$ cat src/rtl/insn_mem_bridge_if.sv
// Fetch-side and memory-side signals of the instruction bridge.
// The bridge takes the slave view; the core/memory environment takes the master view.
interface insn_mem_bridge_if #(
  parameter int unsigned ADDR_WIDTH = 32,
  parameter int unsigned INSN_WIDTH = 32
) ();
  logic                    fetch_en;
  logic [ADDR_WIDTH-1:2]   fetch_addr;
  logic                    fetch_busy;
  logic                    fetched_valid;
  logic [INSN_WIDTH-1:0]   fetched_insn;
  logic [ADDR_WIDTH-1:2]   fetched_addr;
  logic                    flush;
  logic                    mem_req;
  logic [ADDR_WIDTH-1:2]   mem_addr;
  logic                    mem_gnt;
  logic                    mem_rvalid;
  logic [INSN_WIDTH-1:0]   mem_rdata;
  logic                    overflow;
  logic                    protocol_err;

  modport slave (
    input  fetch_en, fetch_addr, flush, mem_gnt, mem_rvalid, mem_rdata,
    output fetch_busy, fetched_valid, fetched_insn, fetched_addr,
           mem_req, mem_addr, overflow, protocol_err
  );

  modport master (
    output fetch_en, fetch_addr, flush, mem_gnt, mem_rvalid, mem_rdata,
    input  fetch_busy, fetched_valid, fetched_insn, fetched_addr,
           mem_req, mem_addr, overflow, protocol_err
  );
endinterface

$ cat src/rtl/insn_mem_bridge.sv
// Instruction-fetch to memory-bus bridge: buffers requests until granted, tracks
// granted requests in order, returns words one cycle after rvalid, and kills stale work on flush.
module insn_mem_bridge #(
  parameter int unsigned ADDR_WIDTH = 32,
  parameter int unsigned INSN_WIDTH = 32,
  parameter int unsigned REQ_DEPTH  = 4
) (
  input  logic              clk,
  input  logic              rst,
  insn_mem_bridge_if.slave  bus
);

  localparam int unsigned PTR_W = $clog2(REQ_DEPTH);
  localparam int unsigned CNT_W = PTR_W + 1;
  localparam int unsigned WA_W  = ADDR_WIDTH - 2;

  typedef logic [WA_W-1:0] waddr_t;

  // request FIFO
  waddr_t           rq_addr [REQ_DEPTH];
  logic [PTR_W-1:0] rq_wr, rq_rd;
  logic [CNT_W-1:0] rq_cnt;

  // in-flight FIFO: address plus kill flag per entry
  waddr_t                fl_addr [REQ_DEPTH];
  logic [REQ_DEPTH-1:0]  fl_kill;
  logic [PTR_W-1:0]      fl_wr, fl_rd;
  logic [CNT_W-1:0]      fl_cnt;

  logic   rq_full, rq_empty, fl_full, fl_empty;
  logic   rq_push, req_c, issue, resp, resp_live, spurious;
  waddr_t rq_head;

  always_comb begin
    rq_full   = (rq_cnt == CNT_W'(REQ_DEPTH));
    rq_empty  = (rq_cnt == '0);
    fl_full   = (fl_cnt == CNT_W'(REQ_DEPTH));
    fl_empty  = (fl_cnt == '0);
    rq_head   = rq_addr[rq_rd];
    rq_push   = bus.fetch_en && !rq_full;
    req_c     = !rq_empty && !fl_full;
    issue     = req_c && bus.mem_gnt;
    resp      = bus.mem_rvalid && !fl_empty;
    resp_live = resp && !fl_kill[fl_rd] && !bus.flush;
    spurious  = bus.mem_rvalid && fl_empty;
  end

  // Request-side outputs depend only on registered state.
  assign bus.mem_req    = req_c;
  assign bus.mem_addr   = req_c ? rq_head : '0;
  assign bus.fetch_busy = rq_full;

  // Flush drops everything queued but still accepts this cycle's fetch.
  always_ff @(posedge clk or posedge rst) begin
    if (rst) begin
      rq_wr  <= '0;
      rq_rd  <= '0;
      rq_cnt <= '0;
    end else if (bus.flush) begin
      rq_rd  <= rq_wr;
      rq_wr  <= rq_wr + PTR_W'(rq_push);
      rq_cnt <= CNT_W'(rq_push);
    end else begin
      rq_wr  <= rq_wr + PTR_W'(rq_push);
      rq_rd  <= rq_rd + PTR_W'(issue);
      rq_cnt <= rq_cnt + CNT_W'(rq_push) - CNT_W'(issue);
    end
  end

  always_ff @(posedge clk) begin
    if (rq_push) rq_addr[rq_wr] <= bus.fetch_addr;
    if (issue)   fl_addr[fl_wr] <= rq_head;
  end

  // Flush marks every entry killed, including one granted in the same cycle.
  always_ff @(posedge clk or posedge rst) begin
    if (rst) begin
      fl_wr   <= '0;
      fl_rd   <= '0;
      fl_cnt  <= '0;
      fl_kill <= '0;
    end else begin
      fl_wr  <= fl_wr + PTR_W'(issue);
      fl_rd  <= fl_rd + PTR_W'(resp);
      fl_cnt <= fl_cnt + CNT_W'(issue) - CNT_W'(resp);
      if (bus.flush)  fl_kill        <= '1;
      else if (issue) fl_kill[fl_wr] <= 1'b0;
    end
  end

  always_ff @(posedge clk or posedge rst) begin
    if (rst) begin
      bus.fetched_valid <= 1'b0;
      bus.fetched_insn  <= '0;
      bus.fetched_addr  <= '0;
      bus.overflow      <= 1'b0;
      bus.protocol_err  <= 1'b0;
    end else begin
      bus.fetched_valid <= resp_live;
      if (resp_live) begin
        bus.fetched_insn <= INSN_WIDTH'(bus.mem_rdata);
        bus.fetched_addr <= fl_addr[fl_rd];
      end
      if (bus.fetch_en && rq_full) bus.overflow     <= 1'b1;
      if (spurious)                bus.protocol_err <= 1'b1;
    end
  end

endmodule

$ cat src/flat_wrapper.sv
// flat-port wrapper written by rule: the top's interface ports become plain ports
module insn_mem_bridge_flat 
#(
  parameter int unsigned ADDR_WIDTH = 32,
  parameter int unsigned INSN_WIDTH = 32,
  parameter int unsigned REQ_DEPTH  = 4
)
  (clk, rst, bus_fetch_en, bus_fetch_addr, bus_flush, bus_mem_gnt, bus_mem_rvalid, bus_mem_rdata, bus_fetch_busy, bus_fetched_valid, bus_fetched_insn, bus_fetched_addr, bus_mem_req, bus_mem_addr, bus_overflow, bus_protocol_err);
  insn_mem_bridge_if #(.ADDR_WIDTH(ADDR_WIDTH), .INSN_WIDTH(INSN_WIDTH)) bus_i ();
  input  logic clk;
  input  logic rst;
  input wire logic [$bits(bus_i.fetch_en)-1:0] bus_fetch_en;
  input wire logic [$bits(bus_i.fetch_addr)-1:0] bus_fetch_addr;
  input wire logic [$bits(bus_i.flush)-1:0] bus_flush;
  input wire logic [$bits(bus_i.mem_gnt)-1:0] bus_mem_gnt;
  input wire logic [$bits(bus_i.mem_rvalid)-1:0] bus_mem_rvalid;
  input wire logic [$bits(bus_i.mem_rdata)-1:0] bus_mem_rdata;
  output wire logic [$bits(bus_i.fetch_busy)-1:0] bus_fetch_busy;
  output wire logic [$bits(bus_i.fetched_valid)-1:0] bus_fetched_valid;
  output wire logic [$bits(bus_i.fetched_insn)-1:0] bus_fetched_insn;
  output wire logic [$bits(bus_i.fetched_addr)-1:0] bus_fetched_addr;
  output wire logic [$bits(bus_i.mem_req)-1:0] bus_mem_req;
  output wire logic [$bits(bus_i.mem_addr)-1:0] bus_mem_addr;
  output wire logic [$bits(bus_i.overflow)-1:0] bus_overflow;
  output wire logic [$bits(bus_i.protocol_err)-1:0] bus_protocol_err;
  assign bus_i.fetch_en = bus_fetch_en;
  assign bus_i.fetch_addr = bus_fetch_addr;
  assign bus_i.flush = bus_flush;
  assign bus_i.mem_gnt = bus_mem_gnt;
  assign bus_i.mem_rvalid = bus_mem_rvalid;
  assign bus_i.mem_rdata = bus_mem_rdata;
  assign bus_fetch_busy = bus_i.fetch_busy;
  assign bus_fetched_valid = bus_i.fetched_valid;
  assign bus_fetched_insn = bus_i.fetched_insn;
  assign bus_fetched_addr = bus_i.fetched_addr;
  assign bus_mem_req = bus_i.mem_req;
  assign bus_mem_addr = bus_i.mem_addr;
  assign bus_overflow = bus_i.overflow;
  assign bus_protocol_err = bus_i.protocol_err;
  insn_mem_bridge #(.ADDR_WIDTH(ADDR_WIDTH), .INSN_WIDTH(INSN_WIDTH), .REQ_DEPTH(REQ_DEPTH)) u_core (.clk(clk), .rst(rst), .bus(bus_i));
endmodule
$ cat config.mk
export PLATFORM = sky130hd
export DESIGN_NAME = insn_mem_bridge_flat
export DESIGN_NICKNAME = d
export VERILOG_FILES = /design/src/rtl/insn_mem_bridge_if.sv /design/src/rtl/insn_mem_bridge.sv /design/src/flat_wrapper.sv
export SDC_FILE = /design/constraint.sdc
export NUM_CORES = 1
export LEC_CHECK = 0
export ABC_AREA = 1
export BUFFER_PORTS_ARGS = -buffer_cell sky130_fd_sc_hd__buf_2
export CAP_MARGIN = 20
export CORE_MARGIN = 2
export CORE_UTILIZATION = 40
export DETAILED_ROUTE_END_ITERATION = 10
export GPL_TIMING_DRIVEN = 0
export PLACE_DENSITY_LB_ADDON = 0.15
export SYNTH_ARGS = -nofsm -noshare
export SYNTH_HDL_FRONTEND = slang
export SYNTH_SLANG_ARGS = --single-unit
$ cat constraint.sdc
create_clock -name clk -period 8.89 [get_ports clk]
set_input_delay 0.4445 -clock clk [delete_from_list [all_inputs] [get_ports clk]]
set_output_delay 0.4445 -clock clk [all_outputs]
set_load 0.02 [all_outputs]
==> flow_metrics.py <==
metrics = {
    "run_status": {
        "outcome": "finished clean",
    },
    "setup_path": {
        "slowest_stage": "clkbuf_1",
        "critPathCaptureType": "primary output",
        "r2r_end": "u_core.rq_cnt[2]",
        "worstPathMaxFanout": 10,
        "worstSetupPathType": "register to primary output",
        "critPathMostFrequentCell": "buf_2",
        "worst_ep_required_time_ns": 8.45,
        "r2r_start": "u_core.fl_cnt[1]",
        "crit_chain": "buf_2 > inv_2 > clkbuf_1 > o21ai_0 > a21oi_1 > buf_2",
        "start_kind": "register",
        "cpPeakStageDelay_ns": 0.46,
        "worstRegToRegCells": 11,
        "r2r_slack_ns": 6.58,
        "worst_ep_arrival_time_ns": 2.45,
    },
    "global_route": {
        "grt_max_degree": 67,
        "antenna_found_initial": 4,
        "grt_pass1_wl_um": 45900,
        "grtUsageTotal_pct": 18.1,
        "grt_pass1_vias": 8141,
        "grt-ovfl-total": 0,
    },
    "route": {
        "vias": 8215,
        "firstDrtPassIters": 4,
        "drtIter0Drc": 553,
        "post-route-drc-count": 0,
        "wire_per_inst_um": 17.4,
        "drtAntennaViolNets": 0,
        "vias_per_cell": 4.86,
        "wl_um": 29500,
    },
    "worst_hold_path": {
        "hold_depth": 3,
        "holdPathEnd": "u_core.bus.fetched_insn[3]",
        "hold_path.class": "input port to register",
        "holdCritStartpoint": "bus_mem_rdata[3]",
    },
    "final_layout": {
        "layout_commonest_cell": "nand2_1",
        "drive_gt1_share_pct": 21.4,
        "final_cell_area_sq_um": 15300,
        "finalNetCount": 1343,
        "diodes": 0,
        "areaGrowthSynthToFinish_pct": 22.8,
        "nFillCells": 2760,
        "multi_input_area_sq_um": 2910,
        "fin_cells": 1692,
        "layout_common_cells": "nand2_1 (242), edfxtp_1 (240), nor2_1 (186)",
        "regArea_sq_um": 9280,
    },
    "place": {
        "gp_congestion": 0.757,
        "placed_area_sq_um": 14100,
        "dpl.hpwl_um": 19900,
        "portBuffers": 164,
        "place_inst": 1624,
        "dp_slack_ns": 6.55,
    },
    "clocking": {
        "path_clk_slew_ns": 0.06,
        "cts-root-buf": "clkbuf_16",
        "tritoncts": "done",
        "worstSkewPairLatency_ns": 0.52,
        "cts_sinks": 323,
        "h-tree-depth": 2,
        "cts_max_path_buffers": 3,
        "cts_buffers": 37,
    },
    "floorplanning": {
        "die_x_um": 181,
        "row_count": 64,
        "core-area_sq_um": 30700,
        "io_pins": 165,
        "start_util_pct": 40.7,
        "design.die.area_sq_um": 32700,
        "die_h_um": 181,
    },
    "sta": {
        "rsz0062_at_grt": "no",
        "finalHoldViolations": 0,
        "period_minus_slack_ns": 2.90,
        "drv_slew": 0,
        "worstMarginPinSlew_ns": 0.898,
        "clock_skew_ns": 0.0276,
        "max_freq_mhz": 345,
        "fin_crit_sh_pct": 32.6,
        "setup_viol": 0,
        "worst_slack_ns": 5.99,
        "fin_tns_setup_ns": 0,
        "slew_headroom_pct": 39.5,
    },
    "pwr": {
        "switching_power_uw": 2290,
        "power_frac_comb_pct": 36.7,
        "total_power_uw": 6020,
        "vdd_drop_max_v": 0.000194,
        "intPower_uw": 3720,
        "power_frac_seq_pct": 38.3,
        "p_sw_share_pct": 38.1,
        "power.density_nw_per_um2": 392,
        "power_frac_clock_pct": 24.9,
        "leakagePower_uw": 0.00631,
    },
    "synthesis": {
        "ys_ff_latch": 323,
        "synthCells": 1046,
        "ys.warnings.count": 0,
        "synth_nets": 1121,
        "synthesis.area_sq_um": 12500,
        "ys_seq_area_share_pct": 74.3,
        "avgSynthCellArea_sq_um": 11.9,
        "synth.distinct_cells": 27,
    },
    "run": {
        "drv_cap": 0,
    },
}
power by group through the flow:
| stage | sequential, uW | combinational, uW | clock [uW] |
|---|---|---|---|
| 2_1_floorplan | 2480 | 1210 | 0 |
| 3_3_place_gp | 2350 | 2140 | 0 |
| 3_5_place_dp | 2340 | 2230 | 0 |
| 4_1_cts | 2310 | 2240 | 1530 |
| 5_1_grt | 2340 | 2440 | 1610 |
| 6_report | 2310 | 2210 | 1500 |
critical path: cells and delay by family, from the launching register on:
family	cells	cell delay, ns
buf+inv	4	0.99
compound gates	2	0.56
flops	1	0.37
synthesized netlist by cell type:
cell | n | area share [%]
buf_6 | 6 | 0.54
nor3_1 | 4 | 0.16
a21oi_1 | 30 | 1.2
a31o_2 | 1 | 0.070
nand3_1 | 5 | 0.20
xnor2_1 | 3 | 0.21
o21ai_0 | 123 | 4.9
xor2_1 | 5 | 0.35
nor2_4 | 1 | 0.090
nand2_1 | 242 | 7.3
dfrtp_1 | 83 | 17
edfxtp_1 | 240 | 58
buf_2 | 17 | 0.68
inv_1 | 18 | 0.54
inv_2 | 3 | 0.090
nand4_1 | 1 | 0.050
a21o_1 | 1 | 0.060
nor2_1 | 190 | 5.7
inv_6 | 1 | 0.070
o22ai_1 | 30 | 1.5
or2_2 | 1 | 0.050
fa_1 | 2 | 0.32
clkbuf_1 | 28 | 0.84
o21ai_1 | 3 | 0.12
buf_1 | 2 | 0.060
nand2_4 | 1 | 0.090
ha_1 | 5 | 0.50
through the flow:
| step | utilization [%] | hold WS, ns |
|---|---|---|
| after global routing | 50.0 | 0.125 |
| after detailed placement | 46.0 | 0.415 |
| after global placement | 45.0 | 0.435 |
| after floorplan | - | 0.451 |
| after CTS | 50.0 | 0.107 |
| final | 50.0 | 0.126 |
cells by family (layout without fill, tap and decap cells):
| family | after synthesis | count (layout) | synth area share [%] |
|---|---|---|---|
| AO/OA/AOI/OAI | 188 | 188 | 7.88 |
| AND/OR/NAND/NOR | 445 | 445 | 13.6 |
| flip-flops | 323 | 323 | 74.3 |
| XOR/XNOR | 8 | 8 | 0.561 |
| adder cells (fa/ha/maj) | 7 | 7 | 0.821 |
| buffers and inverters | 75 | 325 | 2.82 |
metal layers:
layer,vias up,GRT usage (%),share of wire [%]
li1,4059,-,-
met2,232,28.7,45
met4,4,6.00,2.7
met5,-,0,0.081
met3,63,3.53,5.6
met1,3857,25.1,47
state kept, by name (all words and copies together), names as in the netlist:
register / count
u_core.rq_cnt: 3
u_core.rq_wr: 2
u_core.rq_addr: 120
u_core.fl_rd: 2
u_core.bus.overflow: 1
u_core.bus.fetched_addr: 30
u_core.fl_kill: 4
u_core.bus.fetched_insn: 32
u_core.fl_wr: 2
u_core.bus.protocol_err: 1
u_core.rq_rd: 2
u_core.fl_cnt: 3
u_core.fl_addr: 120
u_core.bus.fetched_valid: 1
how the worst max path moves through the flow:
stage / startpoint / end / slack [ns]
after floorplan: u_core.rq_cnt[2] / u_core.rq_addr[2][0] / 5.69
after global placement: bus_fetch_en / u_core.rq_addr[0][1] / 3.68
after detailed placement: u_core.fl_cnt[1] / u_core.rq_cnt[2] / 6.55
after CTS: u_core.rq_rd[0] / bus_mem_addr[8] / 6.07
after global routing: u_core.rq_rd[0] / bus_mem_addr[29] / 5.88
final: u_core.rq_rd[0] / bus_mem_addr[29] / 5.99
timing repair:
action	CTS	global route
hold endpoints to repair	17	0
hold buffers	1	0
buffers inserted	0	0
gates resized for setup	0	0
cell type report:
type,instances,share of cell area [%]
multi-input cells,648,19.0
plain buffers,53,1.73
well taps,396,3.23
repair buffers,183,7.10
inverters,22,0.587
clock inverters,23,1.61
flip-flops and latches,323,60.5
clock buffers,44,6.27
Note: power is estimated with default switching activity, not from simulation.
